`config.mk`:
```
export PLATFORM = sky130hd
export DESIGN_NAME = sad_trigger_ctrl
export DESIGN_NICKNAME = d
export VERILOG_FILES = /design/src/rtl/sad_pkg.sv /design/src/rtl/sad_trig_counter.sv /design/src/rtl/sad_trigger_ctrl.sv
export SDC_FILE = /design/constraint.sdc
export NUM_CORES = 1
export LEC_CHECK = 0
export CAP_MARGIN = 40
export CORE_MARGIN = 10
export CORE_UTILIZATION = 57
export CTS_CLUSTER_DIAMETER = 40
export DETAILED_ROUTE_END_ITERATION = 6
export GPL_TIMING_DRIVEN = 0
export PLACE_DENSITY = 0.91
export SLEW_MARGIN = 20
export SYNTH_ARGS = -nofsm -noshare
export SYNTH_HDL_FRONTEND = slang
export SYNTH_HIERARCHICAL = 1
export SYNTH_SLANG_ARGS = --single-unit
```
`constraint.sdc`:
```
create_clock -name clk_adc -period 2.6 [get_ports clk_adc]
set_clock_uncertainty 0.05 [all_clocks]
set_input_delay 0.52 -clock clk_adc [delete_from_list [all_inputs] [get_ports clk_adc]]
set_output_delay 0.52 -clock clk_adc [all_outputs]
set_load 0.02 [all_outputs]
```
`src/rtl/sad_pkg.sv`:
```
// Shared types, defaults and helpers for the SAD trigger sequencer.
//
// Contents:
//    sad_state_t        - sequencer state encoding
//    FILL_CYCLES        - pipeline fill length for the default configuration
//    calc_fill_cycles() - fill length for any reference length / latency
//    cnt_width()        - width of the shared fill/holdoff down-counters
package sad_pkg;

   typedef enum logic [2:0] {
      IDLE,
      FILL,
      ARMED,
      TRIG,
      HOLDOFF,
      DONE
   } sad_state_t;

   localparam int DEF_REF_SAMPLES  = 32;
   localparam int DEF_PIPE_LATENCY = 5;
   localparam int FILL_CYCLES      = DEF_REF_SAMPLES + DEF_PIPE_LATENCY - 1;

   // Cycles the datapath needs before every window it reports on holds
   // only samples taken after arming.
   function automatic int calc_fill_cycles(input int ref_samples, input int pipe_latency);
      return ref_samples + pipe_latency - 1;
   endfunction

   // The fill counter is loaded with the fill length itself, and the
   // holdoff counter with up to 2^holdoff_width-2 or ref_samples-1, so the
   // counter must span the largest of those.
   function automatic int cnt_width(input int fill_len, input int holdoff_width,
                                    input int ref_samples);
      int span;
      span = 1 << holdoff_width;
      if (fill_len + 1 > span) span = fill_len + 1;
      if (ref_samples > span) span = ref_samples;
      return (span > 2) ? $clog2(span) : 1;
   endfunction

endpackage

```
`src/rtl/sad_trig_counter.sv`:
```
// Saturating trigger status counter with sticky "triggered" flag.
//
// Ports:
//    clk_adc  - clock
//    reset    - asynchronous active-high reset
//    clear    - zero count and flag (an increment in the same cycle still lands)
//    incr     - one trigger accepted this cycle
//    count    - triggers since last clear, holds at all-ones
//    flag     - at least one trigger since last clear
module sad_trig_counter #(
   parameter int pWIDTH = 8
) (
   input  logic              clk_adc,
   input  logic              reset,
   input  logic              clear,
   input  logic              incr,
   output logic [pWIDTH-1:0] count,
   output logic              flag
);

   // A clear that coincides with a trigger restarts the count at one rather
   // than dropping that trigger, so software never misses the newest event.
   always_ff @(posedge clk_adc or posedge reset) begin
      if (reset) begin
         count <= '0;
         flag  <= 1'b0;
      end else if (clear) begin
         count <= incr ? pWIDTH'(1) : '0;
         flag  <= incr;
      end else if (incr) begin
         flag <= 1'b1;
         if (count != '1) count <= count + pWIDTH'(1);
      end
   end

endmodule

```
`src/rtl/sad_trigger_ctrl.sv`:
```
// Sequencer for the SAD compare datapath: arms and flushes the engine,
// waits out the pipeline fill, turns sad_match into a stretched trigger,
// enforces a post-trigger holdoff and keeps trigger status.
//
// Ports:
//    clk_adc            - sole clock
//    reset              - asynchronous active-high reset
//    armed_and_ready    - capture armed (level); low returns to IDLE
//    multiple_triggers  - 1 re-arms after holdoff, 0 stops in DONE
//    holdoff_cycles     - post-trigger ignore window, 0 means pREF_SAMPLES
//    clear_status       - pulse, clears triggered / trigger_count
//    sad_match          - registered datapath compare flag
//    sad_flush          - clears datapath accumulators and valid pipeline
//    sad_enable         - datapath accumulate enable
//    trigger            - qualified trigger pulse, pTRIG_CYCLES wide
//    triggered          - sticky, set by any trigger since last clear
//    trigger_count      - saturating trigger count since last clear
//    busy               - sequencer not in IDLE
module sad_trigger_ctrl
   import sad_pkg::*;
#(
   parameter int pREF_SAMPLES   = 32,
   parameter int pPIPE_LATENCY  = 5,
   parameter int pTRIG_CYCLES   = 1,
   parameter int pCOUNT_WIDTH   = 8,
   parameter int pHOLDOFF_WIDTH = 16
) (
   input  logic                      clk_adc,
   input  logic                      reset,
   input  logic                      armed_and_ready,
   input  logic                      multiple_triggers,
   input  logic [pHOLDOFF_WIDTH-1:0] holdoff_cycles,
   input  logic                      clear_status,
   input  logic                      sad_match,
   output logic                      sad_flush,
   output logic                      sad_enable,
   output logic                      trigger,
   output logic                      triggered,
   output logic [pCOUNT_WIDTH-1:0]   trigger_count,
   output logic                      busy
);

   localparam int FILL_LEN = calc_fill_cycles(pREF_SAMPLES, pPIPE_LATENCY);
   localparam int CNT_W    = cnt_width(FILL_LEN, pHOLDOFF_WIDTH, pREF_SAMPLES);
   localparam int TRIG_W   = (pTRIG_CYCLES > 1) ? $clog2(pTRIG_CYCLES) : 1;

   localparam logic [CNT_W-1:0]  FILL_LOAD = CNT_W'(FILL_LEN);
   localparam logic [CNT_W-1:0]  REF_HOLD  = CNT_W'(pREF_SAMPLES - 1);
   localparam logic [TRIG_W-1:0] TRIG_LOAD = TRIG_W'(pTRIG_CYCLES - 1);

   sad_state_t         state;
   logic [CNT_W-1:0]   fill_cnt;
   logic [CNT_W-1:0]   hold_cnt;
   logic [TRIG_W-1:0]  trig_cnt;
   logic [CNT_W-1:0]   hold_load;
   logic               trig_fire;

   // A zero holdoff setting means "one reference length", which keeps a
   // sliding window from re-matching on the same samples that just fired.
   always_comb begin
      hold_load = REF_HOLD;
      if (holdoff_cycles != '0) hold_load = CNT_W'(holdoff_cycles) - CNT_W'(1);
   end

   // Only a match seen while ARMED and still armed counts as a trigger; a
   // dropped arm in the same cycle wins.
   assign trig_fire = (state == ARMED) && armed_and_ready && sad_match;

   // Sequencer. The fill counter is loaded with the full fill length and the
   // transition to ARMED happens on the edge where it reaches zero, so FILL
   // lasts exactly FILL_LEN cycles. Losing armed_and_ready aborts from any
   // state, cutting a trigger pulse short, while leaving status untouched.
   always_ff @(posedge clk_adc or posedge reset) begin
      if (reset) begin
         state      <= IDLE;
         fill_cnt   <= '0;
         hold_cnt   <= '0;
         trig_cnt   <= '0;
         sad_flush  <= 1'b1;
         sad_enable <= 1'b0;
         trigger    <= 1'b0;
         busy       <= 1'b0;
      end else if (!armed_and_ready) begin
         state      <= IDLE;
         sad_flush  <= 1'b1;
         sad_enable <= 1'b0;
         trigger    <= 1'b0;
         busy       <= 1'b0;
      end else begin
         case (state)
            IDLE: begin
               state      <= FILL;
               fill_cnt   <= FILL_LOAD;
               sad_flush  <= 1'b0;
               sad_enable <= 1'b1;
               busy       <= 1'b1;
            end
            FILL: begin
               if ((fill_cnt == CNT_W'(1)) || (fill_cnt == '0)) begin
                  state    <= ARMED;
                  fill_cnt <= '0;
               end else begin
                  fill_cnt <= fill_cnt - CNT_W'(1);
               end
            end
            ARMED: begin
               if (sad_match) begin
                  state    <= TRIG;
                  trigger  <= 1'b1;
                  trig_cnt <= TRIG_LOAD;
               end
            end
            TRIG: begin
               if (trig_cnt == '0) begin
                  state    <= HOLDOFF;
                  trigger  <= 1'b0;
                  hold_cnt <= hold_load;
               end else begin
                  trig_cnt <= trig_cnt - TRIG_W'(1);
               end
            end
            HOLDOFF: begin
               if (hold_cnt == '0) begin
                  if (multiple_triggers) begin
                     state <= ARMED;
                  end else begin
                     state      <= DONE;
                     sad_enable <= 1'b0;
                  end
               end else begin
                  hold_cnt <= hold_cnt - CNT_W'(1);
               end
            end
            DONE: begin
               sad_enable <= 1'b0;
            end
            default: begin
               state      <= IDLE;
               sad_flush  <= 1'b1;
               sad_enable <= 1'b0;
               trigger    <= 1'b0;
               busy       <= 1'b0;
            end
         endcase
      end
   end

   sad_trig_counter #(
      .pWIDTH (pCOUNT_WIDTH)
   ) u_status (
      .clk_adc (clk_adc),
      .reset   (reset),
      .clear   (clear_status),
      .incr    (trig_fire),
      .count   (trigger_count),
      .flag    (triggered)
   );

endmodule
```
==> impl_metrics.tcl <==
set metrics [dict create \
    antenna_left 0 \
    avgViaCountPerCell 6.37 \
    power.net_switching_w 0.00129 \
    die-area_um2 8910 \
    crit_path_max_fanout 10 \
    p_int_w 0.00181 \
    ys_ff_latch 48 \
    ios 35 \
    syn_area_per_cell_um2 9.01 \
    cts_buffers 5 \
    synth.area.top_cells "dfrtp_1 37%, o21ai_0 4.8%, xnor2_1 4.2%" \
    setup_viol 0 \
    fmax_mhz 393 \
    synthesis.nets 379 \
    synth_edf_count 0 \
    ys_async_sr_fraction 1.00 \
    drt_iter0_drc 239 \
    antenna_found_initial 0 \
    clock_path_buffers 2 \
    leakage_nw 1.50 \
    drv_cap 0 \
    cts_setup_buffers 0 \
    grt_pass1_vias 2915 \
    slew_headroom 0.419 \
    clkPwrFrac 0.151 \
    yosysSeqAreaShare 0.381 \
    drive_gt1_frac 0.111 \
    synth_ff_type "dfrtp_1" \
    status "completed" \
    synth_cell_type_count 65 \
    die_y_um 94.4 \
    holdWs_ns 0.383 \
    pwr-share-comb 0.445 \
    grt_max_degree 35 \
    ctsHtreeMaxLevel 2 \
    totalWireLength_um 7870 \
    crit_arrival_ns 2.69 \
    die_w_um 94.4 \
    start_util 0.580 \
    clkSlewWorstSetupHoldPaths_ns 0.08 \
    rsz0062_at_grt "true" \
    routedWlPerCell_um 16.9 \
    cts_tree "yes" \
    clock_latency_ns 0.31 \
    synth_top_area_cell "dfrtp_1" \
    hold_viol 0 \
    drc_errors 0 \
    min_period_ns 2.54 \
    worst-setup-path-type "in -> reg" \
    max_slew.worst_pin.slew_ns 0.864 \
    final_core_util 0.686 \
    p_seq_frac 0.404 \
    drtPass1Iterations 5 \
    sw_frac_of_total 0.416 \
    dp_hpwl_um 5830 \
    core_um2 5440 \
    grt_pass1_wl_um 13400 \
    synthesis.area_um2 3150 \
    power_density_nw_per_um2 830 \
    yosys_warnings 6 \
    peakVddDrop_v 0.000505 \
    num_antenna_cells 0 \
    timing.critical_path.required_ns 2.75 \
    postLayoutCellArea_um2 3730 \
    rows 27 \
    nets 423 \
    place.gp.congestion 0.888 \
    instances_no_fill 467 \
    hp-class "in -> async" \
    post-synth-top-area-fraction 0.373 \
    cp-end-kind "flip-flop" \
    syn2layout_area_growth_pct 18.3 \
    grt_usage 0.183 \
    fin_crit_sh 0.978 \
    numPortBuffers 34 \
    fin_setup_tns_ns 0 \
    dp_cells 458 \
    cp-start-kind "input pin" \
    gr-total-overflow 0 \
    postSynthCellCount 350 \
    cts_root_buf "clkbuf_8" \
    finalMaxSlewViolations 0 \
    clock-sinks 48 \
    post_dp_cell_area_um2 3610 \
    vias 2975 \
]
power by group through the flow:
stage	combinational (W)	sequential, W	clock (W)
2_1_floorplan	0.000980	0.00122	0
3_3_place_gp	0.00128	0.00123	0
3_5_place_dp	0.00135	0.00125	0
4_1_cts	0.00136	0.00124	0.000470
5_1_grt	0.00154	0.00129	0.000497
6_report	0.00138	0.00125	0.000468
per-layer routing:
| metal | track usage | vias to the layer above | wire, µm |
|---|---|---|---|
| met5 | 0 | - | 0 |
| met4 | 0.0962 | 0 | 233 |
| met3 | 0.0436 | 25 | 562 |
| met2 | 0.294 | 128 | 3980 |
| met1 | 0.224 | 1419 | 3100 |
| li1 | - | 1403 | - |
registers in the layout, summed over array words and instances, names as in the netlist:
register / cells
fill_cnt: 16
hold_cnt: 16
u_status/count: 8
state: 3
busy: 1
sad_enable: 1
sad_flush: 1
trigger: 1
u_status/flag: 1
area by class of cell:
type / count / area (µm²)
plain buffers: 13 / 80.1
clock buffers: 8 / 90.1
fillers: 410 / 1710
inverters: 17 / 63.8
multi-input cells: 272 / 1830
flip-flops and latches: 48 / 1200
well taps: 72 / 90.1
repair buffers: 37 / 373
critical path, stage by stage:
cell and delay, ns:
clkdlybuf4s50_1 0.54, clkbuf_4 0.22, nand2_1 0.12, nor4b_4 0.35, buf_2 0.22, nand4_1 0.12
nor3_1 0.24, mux2_2 0.36
cell usage in the layout, fill, tap and decap left out, drive strengths merged, types with 3 or more instances in the layout:
master	instances
dfrtp	47
o21ai	34
clkdlybuf4s50	33
nor2	27
nand2	25
nor3	19
inv	17
a21oi	16
clkbuf	16
xnor2	15
nor4	9
or3	8
buf	8
nand4	7
ha	7
nand3	6
a31oi	6
or4	6
nor2b	5
o31ai	5
and4	5
nor3b	4
nand2b	4
o211ai	4
a21o	4
a211oi	4
a22o	3
o21a	3
mux2i	3
a21boi	3
xor2	3
o22ai	3
a22oi	3
mux2	3
Yosys cell counts, types with 2 or more instances:
| cell type | count |
|---|---|
| a211oi_1 | 4 |
| a21boi_0 | 3 |
| a21o_1 | 4 |
| a21oi_1 | 16 |
| a221o_1 | 2 |
| a22o_1 | 3 |
| a22oi_1 | 3 |
| a311oi_1 | 2 |
| a31oi_1 | 6 |
| a32oi_1 | 2 |
| and2_1 | 2 |
| and3_2 | 2 |
| and4_1 | 4 |
| buf_6 | 3 |
| clkbuf_1 | 8 |
| dfrtp_1 | 47 |
| ha_1 | 7 |
| inv_1 | 17 |
| mux2_2 | 2 |
| mux2i_1 | 3 |
| nand2_1 | 25 |
| nand2b_1 | 4 |
| nand3_1 | 6 |
| nand4_1 | 7 |
| nor2_1 | 26 |
| nor2b_1 | 5 |
| nor3_1 | 18 |
| nor3b_1 | 4 |
| nor4_1 | 8 |
| nor4b_1 | 2 |
| o211ai_1 | 4 |
| o21a_1 | 3 |
| o21ai_0 | 30 |
| o21ai_2 | 3 |
| o22a_1 | 2 |
| o22ai_1 | 3 |
| o31a_1 | 2 |
| o31ai_1 | 5 |
| or3_1 | 7 |
| or4_1 | 2 |
| or4_4 | 4 |
| xnor2_1 | 15 |
| xor2_1 | 3 |
metrics by stage:
stage / total power [W] / setup slack [ns]
after floorplan: 0.00220 / 0.206
after global placement: 0.00251 / -0.838
after detailed placement: 0.00260 / -0.581
after CTS: 0.00307 / 0.0206
after global routing: 0.00333 / -0.000616
final: 0.00310 / 0.0585
worst paths after layout:
check                           startpoint                 to  slack [ns]  cells after the start
max                        armed_and_ready  u_status/count[7]        0.06                      8
min                                  reset       hold_cnt[13]        0.38                      2
max reg2reg                    hold_cnt[0]        hold_cnt[3]        0.17                      8
min reg2reg                  u_status/flag      u_status/flag        0.45                      1
max in group asynchronous            reset          sad_flush        1.66                      3
min in group clk_adc         u_status/flag      u_status/flag        0.45                      1
kinds of logic (layout without fill, tap and decap cells):
logic type / after synthesis / in the layout / synth area share
simple gates: 138 / 138 / 0.254
compound gates: 103 / 103 / 0.221
flops: 48 / 48 / 0.381
buf+inv: 30 / 75 / 0.0444
xor+xnor: 18 / 18 / 0.0500
fa+ha+maj: 7 / 7 / 0.0278
mux: 6 / 6 / 0.0214
what timing repair did:
| action | CTS | global route |
|---|---|---|
| setup endpoints to repair | 6 | 4 |
| gates resized for setup | 2 | 5 |
| pin swaps | 0 | 0 |
| hold buffers | 0 | 0 |
No activity file was read; power rests on OpenSTA's default activity.
==> RTL edit 1: new RTL, same settings <==
Reset style: synchronous (`reset`), changed in 2 clocked blocks. Comments in the files are not updated.
--- a/src/rtl/sad_trig_counter.sv
+++ b/src/rtl/sad_trig_counter.sv
@@ -22,3 +22,3 @@
    // than dropping that trigger, so software never misses the newest event.
-   always_ff @(posedge clk_adc or posedge reset) begin
+   always_ff @(posedge clk_adc) begin
       if (reset) begin
--- a/src/rtl/sad_trigger_ctrl.sv
+++ b/src/rtl/sad_trigger_ctrl.sv
@@ -72,3 +72,3 @@
    // state, cutting a trigger pulse short, while leaving status untouched.
-   always_ff @(posedge clk_adc or posedge reset) begin
+   always_ff @(posedge clk_adc) begin
       if (reset) begin
Check against the original RTL: differs if reset is asserted again (counterexample within 4 cycles, from zero or initial values and one cycle with reset high); with reset held inactive, the same outputs for 10 cycles.
==> RTL edit 1 against the unedited design <==
Area after synthesis decreased by 4.7%. Die area decreased by 3.7%. Final cell count increased by 4.7%. Design area decreased by 4.1%. Routed wire length decreased by 3.2%. Sequential cell count unchanged. Worst setup slack improved by 0.13 ns. Register-to-register slack improved by 0.16 ns. Critical path type unchanged. Critical endpoint is now hold_cnt[1]. Highest routed layer unchanged.
Power is not compared: it rests on default switching activity, and its combinational part moved more than twofold at a synthesized area within 25%.
==> RTL edit 1: results (changes against the unedited design) <==
* GPL Wtd Cong at 0.928 (+4.5%)
* Synth area leaders: dfxtp_1 32%, nor2_1 5.7%, a21oi_1 4.8%, o21ai_0 4.3%, nand2_1 3.5%
* Crit path max fanout at 10 (unchanged)
* Worst Reg2Reg Path Length in Cells at 7 (-1)
* Wire length on met2 at 3660 um (-7.9%)
* Vias in the first global route at 2,845 (-2.4%)
* WL met3 at 581 um (+3.4%)
* Met3 GRT Util at 3.15% (-1.2 points)
* Synthesized Nets at 406 (+7.1%)
* Status: finished, final reports clean
* Main synth FF type: dfxtp_1
* Ys async rst share at 0% (-100 points)
* VDD IR max at 228 uV
* Post-DP HPWL at 5530 um (-5.1%)
* Yosys warnings at 6 (unchanged)
* DRT Pass-1 Iters at 4 (-1)
* M1 WL at 3270 um (+5.6%)
* Post-synthesis cell type count at 66 (+1.5%)
* Layout cells sized above 1 at 9.55% (-1.6 points)
* IO buf count at 34 (unchanged)
* Pre-CTS setup slack at -0.185 ns (+0.395 ns)
* Routed WL per cell at 15.6 um (-7.5%)
* Most frequent cells after synthesis: 48 x dfxtp_1, 46 x nor2_1, 29 x a21oi_1
* Critical R2R Launch: fill_cnt[0]
* Largest net degree at the start of global routing at 15 (-57%)
* DP Area at 0.00343 mm^2 (-4.9%)
* Antenna violations before repair at 0 (unchanged)
* Sequential area share after synthesis at 32.0% (-6.1 points)
* Nets@finish at 448 (+5.9%)
* GR Util All Layers at 17.2% (-1.1 points)
* CP arrival at 2.61 ns (-0.08 ns)
* First-pass GRT wire length at 12,600 um (-5.8%)
* CP max-delay cell: clkdlybuf4s50_1
* First DRT Iteration DRCs at 160 (-33%)
* Top Registers: fill_cnt: 16 flops, hold_cnt: 16 flops, u_status/count: 8 flops
* CP Launch Point: holdoff_cycles[0]
* Syn avg cell area at 7.97 um^2 (-12%)
* Pin slew with the least headroom to its limit at 0.644 ns (-0.220 ns)
* Reg clk slew, reported paths at 0.08 ns (about the same)
* Placed insts at 481 (+5.0%)
* Min-Delay Path Depth at 2
* Crit path largest cell delay at 0.47 ns (-0.07 ns)
* Global Route met1 Usage at 20.7% (-1.7 points)
* Final WL at 7620 um (-3.2%)
* Via density at 6.25 (-1.8%)
* Met2 Use GR at 30.1% (+0.65 points)
* Leak pwr at 1.29 nW
* Worst min path class: reg -> reg
[RTL edit 1: cell types whose count changed after synthesis, sizes merged, moves of 5 or more]
| cell | unedited run | this run |
|---|---|---|
| nand3 | 6 | 15 |
| dfrtp | 47 | 0 |
| or4 | 6 | 1 |
| dfxtp | 0 | 48 |
| xnor2 | 15 | 10 |
| xor2 | 3 | 10 |
| o21ai | 34 | 28 |
| a21oi | 16 | 29 |
| nor2 | 27 | 46 |
[RTL edit 1: cell type report]
| cell class | instances | area [um^2] |
|---|---|---|
| Multi-Input combinational cell | 297 | 1910 |
| Fill cell | 413 | 1530 |
| Sequential cell | 48 | 961 |
| Timing Repair Buffer | 35 | 348 |
| Buffer | 17 | 90.1 |
| Tap cell | 70 | 87.6 |
| Clock buffer | 5 | 68.8 |
| Clock inverter | 2 | 60.1 |
| Inverter | 15 | 56.3 |
[RTL edit 1: worst paths after layout]
path / end / slack, ns
hold reg to reg: fill_cnt[3] / 0.42
setup / recovery: hold_cnt[1] / 0.19
setup reg to reg: fill_cnt[12] / 0.33
hold / removal: fill_cnt[3] / 0.42
[RTL edit 1: report_power, final]
group          total [mW]  switching (mW)  internal [mW]
clock network       0.629           0.251          0.378
registers           0.848          0.0597          0.789
logic               0.481           0.281          0.200
total                1.96           0.591           1.37
[RTL edit 1: cell families after synthesis]
kind of cell    count (synthesis)  share of synthesized area (%)
simple gates                  156                           28.7
compound gates                111                           24.7
flops                          48                           32.0
buf+inv                        32                           4.87
xor+xnor                       20                           5.83
fa+ha+maj                       7                           2.92
mux                             3                           1.00
[RTL edit 1: timing repair]
action | CTS | global route
endpoints found under the setup margin | 0 | 1
gates resized for setup | 0 | 2
buffers inserted | 0 | 1
endpoints found under the hold margin | 0 | 0
==> RTL edit 2: new RTL, config.mk and constraints unchanged <==
Without the edit above. `pPIPE_LATENCY`: 5 -> 6.
--- a/src/rtl/sad_trigger_ctrl.sv
+++ b/src/rtl/sad_trigger_ctrl.sv
@@ -22,3 +22,3 @@
    parameter int pREF_SAMPLES   = 32,
-   parameter int pPIPE_LATENCY  = 5,
+   parameter int pPIPE_LATENCY  = 6,
    parameter int pTRIG_CYCLES   = 1,
Behaviour: same outputs for any inputs over 10 cycles, from zero or initial values and one cycle with reset high; that may be too few to reach the edited logic, so the function may still have changed.
==> RTL edit 2 against the unedited design <==
Non-clock buffer count decreased by 4. Design area shrank 2.6%. Routed wire length down 5.7%. Worst setup slack better by 0.073 ns. Sequential cell count did not move. Global-route usage shrank 0.95 points. Area after synthesis is 2.5% lower. Critical endpoint is now hold_cnt[10]. Largest cell class unchanged.
Power is not compared: it rests on default switching activity, and its combinational part moved more than twofold at a synthesized area within 25%.
==> RTL edit 2: results (changes against the unedited design) <==
* Synth area leaders: dfrtp_1 38%, nor2_1 4.9%, a21oi_1 4.1%, o21ai_0 4.1%, xnor2_1 4.0%
* Largest net degree at the start of global routing at 32 (-8.6%)
* GR Util All Layers at 17.4% (-0.95 points)
* Vias in the first global route at 2,709 (-7.1%)
* Layout cells sized above 1 at 9.02% (-2.1 points)
* Reg2Reg Capture Point: hold_cnt[10]
* Met3 GRT Util at 4.88% (+0.51 points)
* Post-synthesis cell type count at 61 (-6.2%)
* Post-DP HPWL at 5560 um (-4.6%)
* Mapped Cells at 357 (+2.0%)
* IO buf count at 33 (-2.9%)
* Placed insts at 461 (+0.66%)
* First-pass GRT wire length at 12,700 um (-5.4%)
* Worst Reg2Reg Path Length in Cells at 7 (-1)
* Fin Hold WS at 0.415 ns (+0.0324 ns)
* Global Route met1 Usage at 22.6% (+0.18 points)
* Critical R2R Launch: hold_cnt[8]
* CTS Buf Count at 5 (unchanged)
* Fillers at 395 (-3.7%)
* CP max-delay cell: nor4_2
* Most frequent cells after synthesis: 47 x dfrtp_1, 40 x nor2_1, 27 x nand2_1
* Synthesized Nets at 386 (+1.8%)
* CTS H-Tree Depth at 2 (unchanged)
* Setup bufs post-CTS at 0 (unchanged)
* Nets@finish at 427 (+0.95%)
* Via density at 6.21 (-2.5%)
* R2r setup slk at 0.13 ns (-0.04 ns)
* Crit path largest cell delay at 0.52 ns (-0.02 ns)
* Final Instance Count excl. Fillers at 469 (+0.43%)
* DRT Pass-1 Iters at 4 (-1)
* Routed WL per cell at 15.8 um (-6.1%)
* Slew HR at 50.1% (+8.2 points)
* GPL Wtd Cong at 0.902 (+1.6%)
* CP arrival at 2.64 ns (-0.05 ns)
* Sequential area share after synthesis at 39.1% (+0.99 points)
* Multi-input gate area at 0.00178 mm^2 (-2.6%)
* Status: finished, final reports clean
* First DRT Iteration DRCs at 251 (+5.0%)
* DP Area at 0.00351 mm^2 (-2.7%)
* Met2 Use GR at 27.6% (-1.8 points)
## RTL edit 2: per-stage QoR
step / worst slack [ns] / total power [mW]
floorplan: 0.504 / 1.08
global placement: -0.125 / 1.19
detailed placement: -0.152 / 1.20
CTS: 0.154 / 1.74
global route: 0.00749 / 1.83
finish: 0.131 / 1.74
## RTL edit 2: layout make-up
class	instances	area share, %
buffer	12	1.41
sequential	48	33.1
multi-input combinational	283	49.0
clock inverter	2	0.964
timing repair buffer	34	9.64
clock buffer	6	2.00
tap	70	2.41
inverter	14	1.45
## RTL edit 2: worst max-delay path, delay by kind of cell (launching register included)
family,cells,cell delay (ns)
buffers and inverters,1,0.41
AND/OR/NAND/NOR,3,1.03
flip-flops,1,0.45
AO/OA/AOI/OAI,3,0.44
## RTL edit 2: worst max-delay path by stage
| stage | startpoint | end | slack [ns] | cells past startpoint |
|---|---|---|---|---|
| after floorplan | armed_and_ready | u_status/count[7] | 0.50 | 6 |
| after global routing | hold_cnt[10] | hold_cnt[10] | 0.007 | 7 |
| after global placement | holdoff_cycles[12] | hold_cnt[3] | -0.12 | 7 |
| after detailed placement | holdoff_cycles[12] | hold_cnt[3] | -0.15 | 7 |
| final | hold_cnt[8] | hold_cnt[10] | 0.13 | 7 |
| after CTS | holdoff_cycles[12] | hold_cnt[3] | 0.15 | 7 |
## RTL edit 2: routing by layer
| metal | share of wire (%) | wire, um |
|---|---|---|
| met4 | 1.3 | 97 |
| met2 | 47 | 3530 |
| met1 | 44 | 3250 |
| met5 | 0 | 0 |
| met3 | 7.4 | 552 |
## RTL edit 2: logic make-up (layout without fill, tap and decap cells)
logic type,Yosys count,after routing,synth area share (%)
xor gates and xnor gates,18,18,5.13
muxes,3,3,1.18
DFF,48,48,39.1
buffers and inverters,26,68,3.38
AOI/OAI and AO/OA,98,98,20.7
adders and majority gates,7,7,2.85
and+or+nand+nor,157,157,27.6
## RTL edit 2: repair_timing
action / CTS / global route
gates resized for setup: 0 / 3
setup endpoints to repair: 0 / 2
hold buffers: 0 / 0
## RTL edit 2: where the power goes
| group | switching [mW] | leakage, nW | total (mW) | internal (mW) |
|---|---|---|---|---|
| sequential | 0.0730 | 0.620 | 0.880 | 0.806 |
| clock | 0.253 | 0.0552 | 0.538 | 0.286 |
| combinational | 0.177 | 0.798 | 0.318 | 0.142 |
| total | 0.502 | 1.47 | 1.74 | 1.23 |
